<file path="config.mk">
export PLATFORM = sky130hd
export DESIGN_NAME = ifu_swc
export DESIGN_NICKNAME = d
export VERILOG_FILES = /design/src/rtl/ifu_swc.sv
export SDC_FILE = /design/constraint.sdc
export NUM_CORES = 1
export LEC_CHECK = 0
export ABC_AREA = 0
export ABC_CLOCK_PERIOD_IN_PS = 9110
export CORE_MARGIN = 4
export CORE_UTILIZATION = 35
export CTS_CLUSTER_DIAMETER = 200
export DETAILED_ROUTE_END_ITERATION = 12
export PLACE_DENSITY = 0.68
export SYNTH_ARGS = -nofsm -noshare
export SYNTH_HDL_FRONTEND = slang
export SYNTH_SLANG_ARGS = --single-unit
</file>
<file path="constraint.sdc">
create_clock -name hclk -period 9.11 [get_ports hclk]
set_input_delay 1.822 -clock hclk [delete_from_list [all_inputs] [get_ports hclk]]
set_output_delay 1.822 -clock hclk [all_outputs]
set_load 0.01 [all_outputs]
</file>
<file path="src/rtl/ifu_swc.sv">
// Instruction fetch unit: issues word fetches, tracks in-flight responses and
// buffers returned instructions in order for the decoder.
module ifu_swc #(
    parameter logic [31:0] RESET_PC   = 32'h0000_0000,
    parameter int unsigned IBUF_DEPTH = 2
) (
    input  logic        hclk,
    input  logic        hrstn,
    output logic        imem_req,
    output logic [31:0] imem_addr,
    input  logic        imem_gnt,
    input  logic        imem_rvalid,
    input  logic [31:0] imem_rdata,
    input  logic        redirect_valid,
    input  logic [31:0] redirect_pc,
    input  logic        dec_ready,
    output logic [31:0] ifu_inst,
    output logic [31:0] ifu_pc,
    output logic        ifu_dec_stall
);

    localparam int unsigned PW      = $clog2(IBUF_DEPTH);
    localparam int unsigned CW      = $clog2(IBUF_DEPTH + 1);
    localparam logic [CW:0]   DEPTH_C = (CW + 1)'(IBUF_DEPTH);
    localparam logic [PW-1:0] PTR_ONE = PW'(1);
    localparam logic [31:0]   NOP     = 32'h0000_0013;

    logic [31:0]   fetch_pc;
    logic [CW-1:0] outstanding;
    logic [CW-1:0] discard;
    logic [CW-1:0] buf_cnt;
    logic [PW-1:0] pq_wr, pq_rd, buf_wr, buf_rd;

    logic [31:0] pq_mem   [IBUF_DEPTH];
    logic [31:0] buf_pc   [IBUF_DEPTH];
    logic [31:0] buf_inst [IBUF_DEPTH];

    logic [CW:0]   occupancy;
    logic [CW-1:0] outstanding_next;
    logic          grant, resp, push, pop;

    always_comb begin
        occupancy        = {1'b0, outstanding} + {1'b0, buf_cnt};
        imem_req         = hrstn && (occupancy < DEPTH_C);
        imem_addr        = fetch_pc;
        grant            = imem_req && imem_gnt;
        resp             = imem_rvalid && (outstanding != '0);
        push             = resp && (discard == '0) && !redirect_valid;
        pop              = (buf_cnt != '0) && dec_ready && !redirect_valid;
        outstanding_next = outstanding + CW'(grant) - CW'(resp);
        ifu_dec_stall    = (buf_cnt == '0);
        ifu_inst         = ifu_dec_stall ? NOP : buf_inst[buf_rd];
        ifu_pc           = ifu_dec_stall ? '0  : buf_pc[buf_rd];
    end

    always_ff @(posedge hclk or negedge hrstn) begin
        if (!hrstn) begin
            fetch_pc    <= RESET_PC;
            outstanding <= '0;
            discard     <= '0;
            buf_cnt     <= '0;
            pq_wr       <= '0;
            pq_rd       <= '0;
            buf_wr      <= '0;
            buf_rd      <= '0;
        end else begin
            outstanding <= outstanding_next;
            if (grant) pq_wr <= pq_wr + PTR_ONE;
            if (resp)  pq_rd <= pq_rd + PTR_ONE;

            if (redirect_valid) begin
                fetch_pc <= redirect_pc & 32'hFFFF_FFFC;
            end else if (grant) begin
                fetch_pc <= fetch_pc + 32'd4;
            end

            // Everything still in flight after this cycle belongs to the old path.
            if (redirect_valid) begin
                discard <= outstanding_next;
            end else if (resp && (discard != '0)) begin
                discard <= discard - CW'(1);
            end

            if (redirect_valid) begin
                buf_cnt <= '0;
                buf_wr  <= '0;
                buf_rd  <= '0;
            end else begin
                if (push) buf_wr <= buf_wr + PTR_ONE;
                if (pop)  buf_rd <= buf_rd + PTR_ONE;
                buf_cnt <= buf_cnt + CW'(push) - CW'(pop);
            end
        end
    end

    always_ff @(posedge hclk) begin
        if (grant) pq_mem[pq_wr] <= fetch_pc;
        if (push) begin
            buf_pc[buf_wr]   <= pq_mem[pq_rd];
            buf_inst[buf_wr] <= imem_rdata;
        end
    end

endmodule

</file>
---- After elaboration in Yosys (flattened, before gate mapping) ----
Memory sizes are Yosys's and may differ from the RTL's.
Cells that the tools add are included.
word-level totals
  flip-flop bits (word level) ............. 42
  latch bits .............................. 0
  bits in writable memories ............... 192
  ROM bits ................................ 0
  input port bits ......................... 70
  output and inout port bits .............. 98
  logic and storage cells ................. 56
  memories ................................ 3
operators by class
  $add $sub $neg .......................... 11
  multipliers ............................. 0
  div/mod/pow operators ................... 0
  magnitude comparators ................... 1
  equal/unequal tests ..................... 0
  shift-type cells ........................ 0
  multiplexer cells ....................... 15
  bitwise gates (word level) .............. 0
  reduce and logical (&&, ||, !) cells .... 18
memories
  name      depth  width  rd ports  clocked after memory_dff  wr ports  RTL line  RTL
  buf_inst  2      32     1         0                         1         36        logic [31:0] buf_inst [IBUF_DEPTH];
  buf_pc    2      32     1         0                         1         35        logic [31:0] buf_pc [IBUF_DEPTH];
  pq_mem    2      32     1         0                         1         34        logic [31:0] pq_mem [IBUF_DEPTH];
operators by type and width
  cell                     number
  $mux W32                 4
  $add A32 B3 Y32 const B  1
  $reduce_bool A2 Y1       7
  $logic_and A1 B1 Y1      8
  $mux W1                  8
  $mux W2                  3
  $add A1 B1 Y1 const B    4
  $add A2 B1 Y2            2
  $logic_not A2 Y1         2
  $sub A2 B1 Y2            2
  $add A2 B2 Y3            1
  $lt A3 B2 Y1 const B     1
  $sub A2 B1 Y2 const B    1
  $logic_not A1 Y1         1

---- Logic depth before layout (Yosys ltp) ----
  word-level depth ........................ 7
  gate-level depth with buffers ........... 10
  mapped depth without buffers ............ 9

---- Least setup slack after synthesis ----
OpenSTA, ideal clock, no wires.
  path type ............................... input to register
  from .................................... in redirect_valid
  to ...................................... mem buf_inst[0][0], enable pin
  setup time .............................. 0.482 ns
  arrival time ............................ 4.920 ns
  required time ........................... 8.628 ns
  path slack .............................. 3.707 ns
  stages .................................. 4
  path buffers ............................ 1
  cells stage by stage .................... inv_1 -> clkbuf_1 -> nand3_1 -> nor2_1
between the ends
  longest elaborated chain between the ends .. 4
ends and longest elaborated chain
  element                        RTL line  RTL
  start: declaration             14        input logic redirect_valid,
  $logic_not A1 Y1               48        push = resp && (discard == '0) && !redirect_valid;
  $logic_and A1 B1 Y1            48
  $mux W1                        98        if (push) begin
  $mux W1 (not written as such)  100       buf_inst[buf_wr] <= imem_rdata;
  end: declaration               36
Every way passes these cells.

---- Worst setup path in the final report ----
  from .................................... in hrstn
  to ...................................... out imem_req
between the ends
  longest elaborated chain between the ends .. 1
ends and longest elaborated chain
  element              RTL line  RTL
  start: declaration   8         input logic hrstn,
  $logic_and A1 B1 Y1  44        imem_req = hrstn && (occupancy < DEPTH_C);
  end: declaration     9         output logic imem_req,
Every way passes these cells.

==> results.cfg <==
[global_routing]
track_usage_pct = 13.8
grt_pass1_wl_um = 31200
grt_max_degree = 48
grt_pass1_vias = 5571
grt-ovfl-total = 0
antenna_found_initial = 1

[logic_synthesis]
avgSynthCellArea_sq_um = 14.8
ys_warn_count = 0
synth_most_common_cell = edfxtp_1
synth-simple-area-share_pct = 8.83
yosys-top-cells-area = edfxtp_1 60%, dfrtp_1 11%, mux2i_1 7.0%
synth_mux_area_share_pct = 10.8
yosys.area_share.adder_pct = 1.04
synth_top_family_by_area = multiplexers
synth_xor_area_share_pct = 1.82
synthCells = 619
ys_ff_latch = 224
synth_top_area_share_pct = 60.5
synth_cell_types = 37
seq_area_frac_synth_pct = 71.4
async_flop_share_pct = 17.9
yosys.area.top_type = edfxtp_1
synth_ff_type = edfxtp_1
synth_edf_count = 184
ys_top_cells_by_count = 184 x edfxtp_1, 86 x nor2_1, 64 x mux2i_1
synth_compound_area_share_pct = 3.74
syn-cell-area_sq_um = 9140

[timing]
slew_viol_final = 0
worst_slack_ns = 4.11
relSlewSlack_pct = 19.6
clock-skew-final_ns = 0.0139
setup_tns_ns = 0
worst_pin_slew_ns = 1.20
setup_viol = 0
fin_crit_ns = 5.00
timing.fmax_mhz = 200
min_period_over_period_pct = 54.9
hold_viol_final = 0
holdWs_ns = 0.541
rsz0062_at_grt = no

[worst_setup_path]
worstRegToRegCells = 7
worstSetupStartpointType = input pin
critical_path.slowest_cell = clkdlybuf4s50_1
reg2reg_slack_ns = 5.58
critPathBufInv = 3
cp_top_family = buffers and inverters
cp.depth = 4
path_cells = buf_2 > buf_4 > nor3b_1 > clkdlybuf4s50_1
crit_path_end_kind = output pin
cp.arrival_ns = 3.18
path_class = in2out
crit_required_ns = 7.29
worst_path_largest_cell_delay_ns = 0.56
crit_path_max_fanout = 42

[routing]
via_count = 5428
route.detailed.wl_per_inst_um = 17.7
ant_nets = 0
drt_iter0_markers = 285
firstDrtPassIters = 5
drc_errors = 0
vias_per_cell = 4.81
routed_wl_um = 20000

[floorplanning]
dieArea_sq_um = 28700
die_h_um = 170
pin_count = 168
rows = 58
die_w_um = 170
fp.coreArea_sq_um = 25400
start_util_pct = 36.0

[final_layout]
drive_gt1_share_pct = 10.7
fin_nets = 858
antenna_cells = 0
area_growth_pct = 30.5
fin_area_sq_um = 11900
layout.cells.non_filler = 1128
fillers = 2255

[run_status]
outcome = completed

[place]
portBuffers = 161
pre_cts_ws_ns = 4.07
gp_congestion = 0.734
dpl_cell_area_sq_um = 11100
dp_cells = 1085
dp.final_hpwl_um = 13300

[clocking]
cts_max_level = 1
cts_setup_buffers = 0
hold_buffers = 0
cts_tree = done
root_buffer = clkbuf_16
cts-buffers-inserted = 24
cts_sinks = 224
cts.path.max_buffers = 3
clk_latency_ns = 0.50
path_clk_slew_ns = 0.06
cts_resized = 0

[worst_hold_path]
holdCritPathClass = reg2reg
worstHoldPathCells = 0

[flow_run]
drv_cap = 0

[power_and_ir_drop]
ir_drop_mv = 0.128
powerDensity_nw_per_um2 = 248
leakage_nw = 3.94
state kept, by name, indices dropped and copies added, names as in the netlist:
name         count
buf_inst        64
buf_pc          60
pq_mem          60
imem_addr       30
buf_cnt          2
discard          2
outstanding      2
buf_rd           1
buf_wr           1
pq_rd            1
pq_wr            1
cell usage in the layout (no fill, tap or decap), types with 4 or more instances in the layout:
cell type          n
mux2i_1           64
ha_1               6
bufinv_16          4
nand4_1            9
mux2_2            31
nand3_1            9
dfrtp_1           39
edfxtp_1         184
clkbuf_16         25
xor2_1             6
nor2_4             4
nand2_1           25
nor2_1            82
clkdlybuf4s50_1  160
clkinv_2           6
a31oi_1           18
or3_1              6
inv_1             10
xnor2_1           13
or4_1             15
nor4_1             5
o21ai_0           21
conb_1             4
buf_4              9
o31ai_1           13
worst register-to-register path, stage by stage, from the launching register on:
cell and delay, ns:
dfrtp_1 0.57, and2_1 0.20, fa_1 0.45, and4bb_1 0.61, inv_2 0.23, or4_1 0.76
or4_1 0.47, a31oi_1 0.16
cell families (layout without fill, tap and decap cells):
family,after synthesis,in the layout
flip-flops,224,224
AND/OR/NAND/NOR,170,170
multiplexers,95,95
AO/OA/AOI/OAI,55,55
buffers and inverters,48,224
XOR/XNOR,19,19
adder cells (fa/ha/maj),7,7
other,1,4
layout make-up:
class / count / area [sq um] / share of cell area (%)
repair buffers: 170 / 1670 / 14.0
well taps: 330 / 413 / 3.46
multi-input cells: 350 / 2440 / 20.5
clock buffers: 28 / 637 / 5.34
flip-flops and latches: 224 / 6530 / 54.8
inverters: 11 / 41.3 / 0.346
clock inverters: 15 / 184 / 1.54
worst paths after layout:
check,startpoint,to
max,hrstn,imem_req
min,imem_addr[31],pq_mem[0][31]
max reg2reg,buf_cnt[0],imem_addr[26]
min reg2reg,imem_addr[31],pq_mem[0][31]
max in group asynchronous,hrstn,buf_rd
min in group asynchronous,hrstn,imem_addr[26]
power breakdown:
| group | switching [W] | total (W) | internal [W] |
|---|---|---|---|
| sequential | 0.0000766 | 0.00133 | 0.00125 |
| combinational | 0.000319 | 0.000635 | 0.000316 |
| clock | 0.000378 | 0.000993 | 0.000615 |
| total | 0.000773 | 0.00296 | 0.00218 |
routing by layer:
layer | wire length, um | vias to the layer above | global-route usage (%)
met1 | 8400 | 2595 | 17.6
li1 | - | 2644 | -
met4 | 426 | 2 | 4.27
met3 | 1270 | 33 | 2.91
met2 | 9850 | 154 | 23.8
met5 | 20 | - | 0
metrics by stage:
stage	util [%]	total power, W
floorplan	-	0.00170
global placement	43.7	0.00198
detailed placement	43.7	0.00200
CTS	46.9	0.00300
global route	46.9	0.00311
finish	46.9	0.00296
Note: power is estimated with default switching activity, not from simulation.
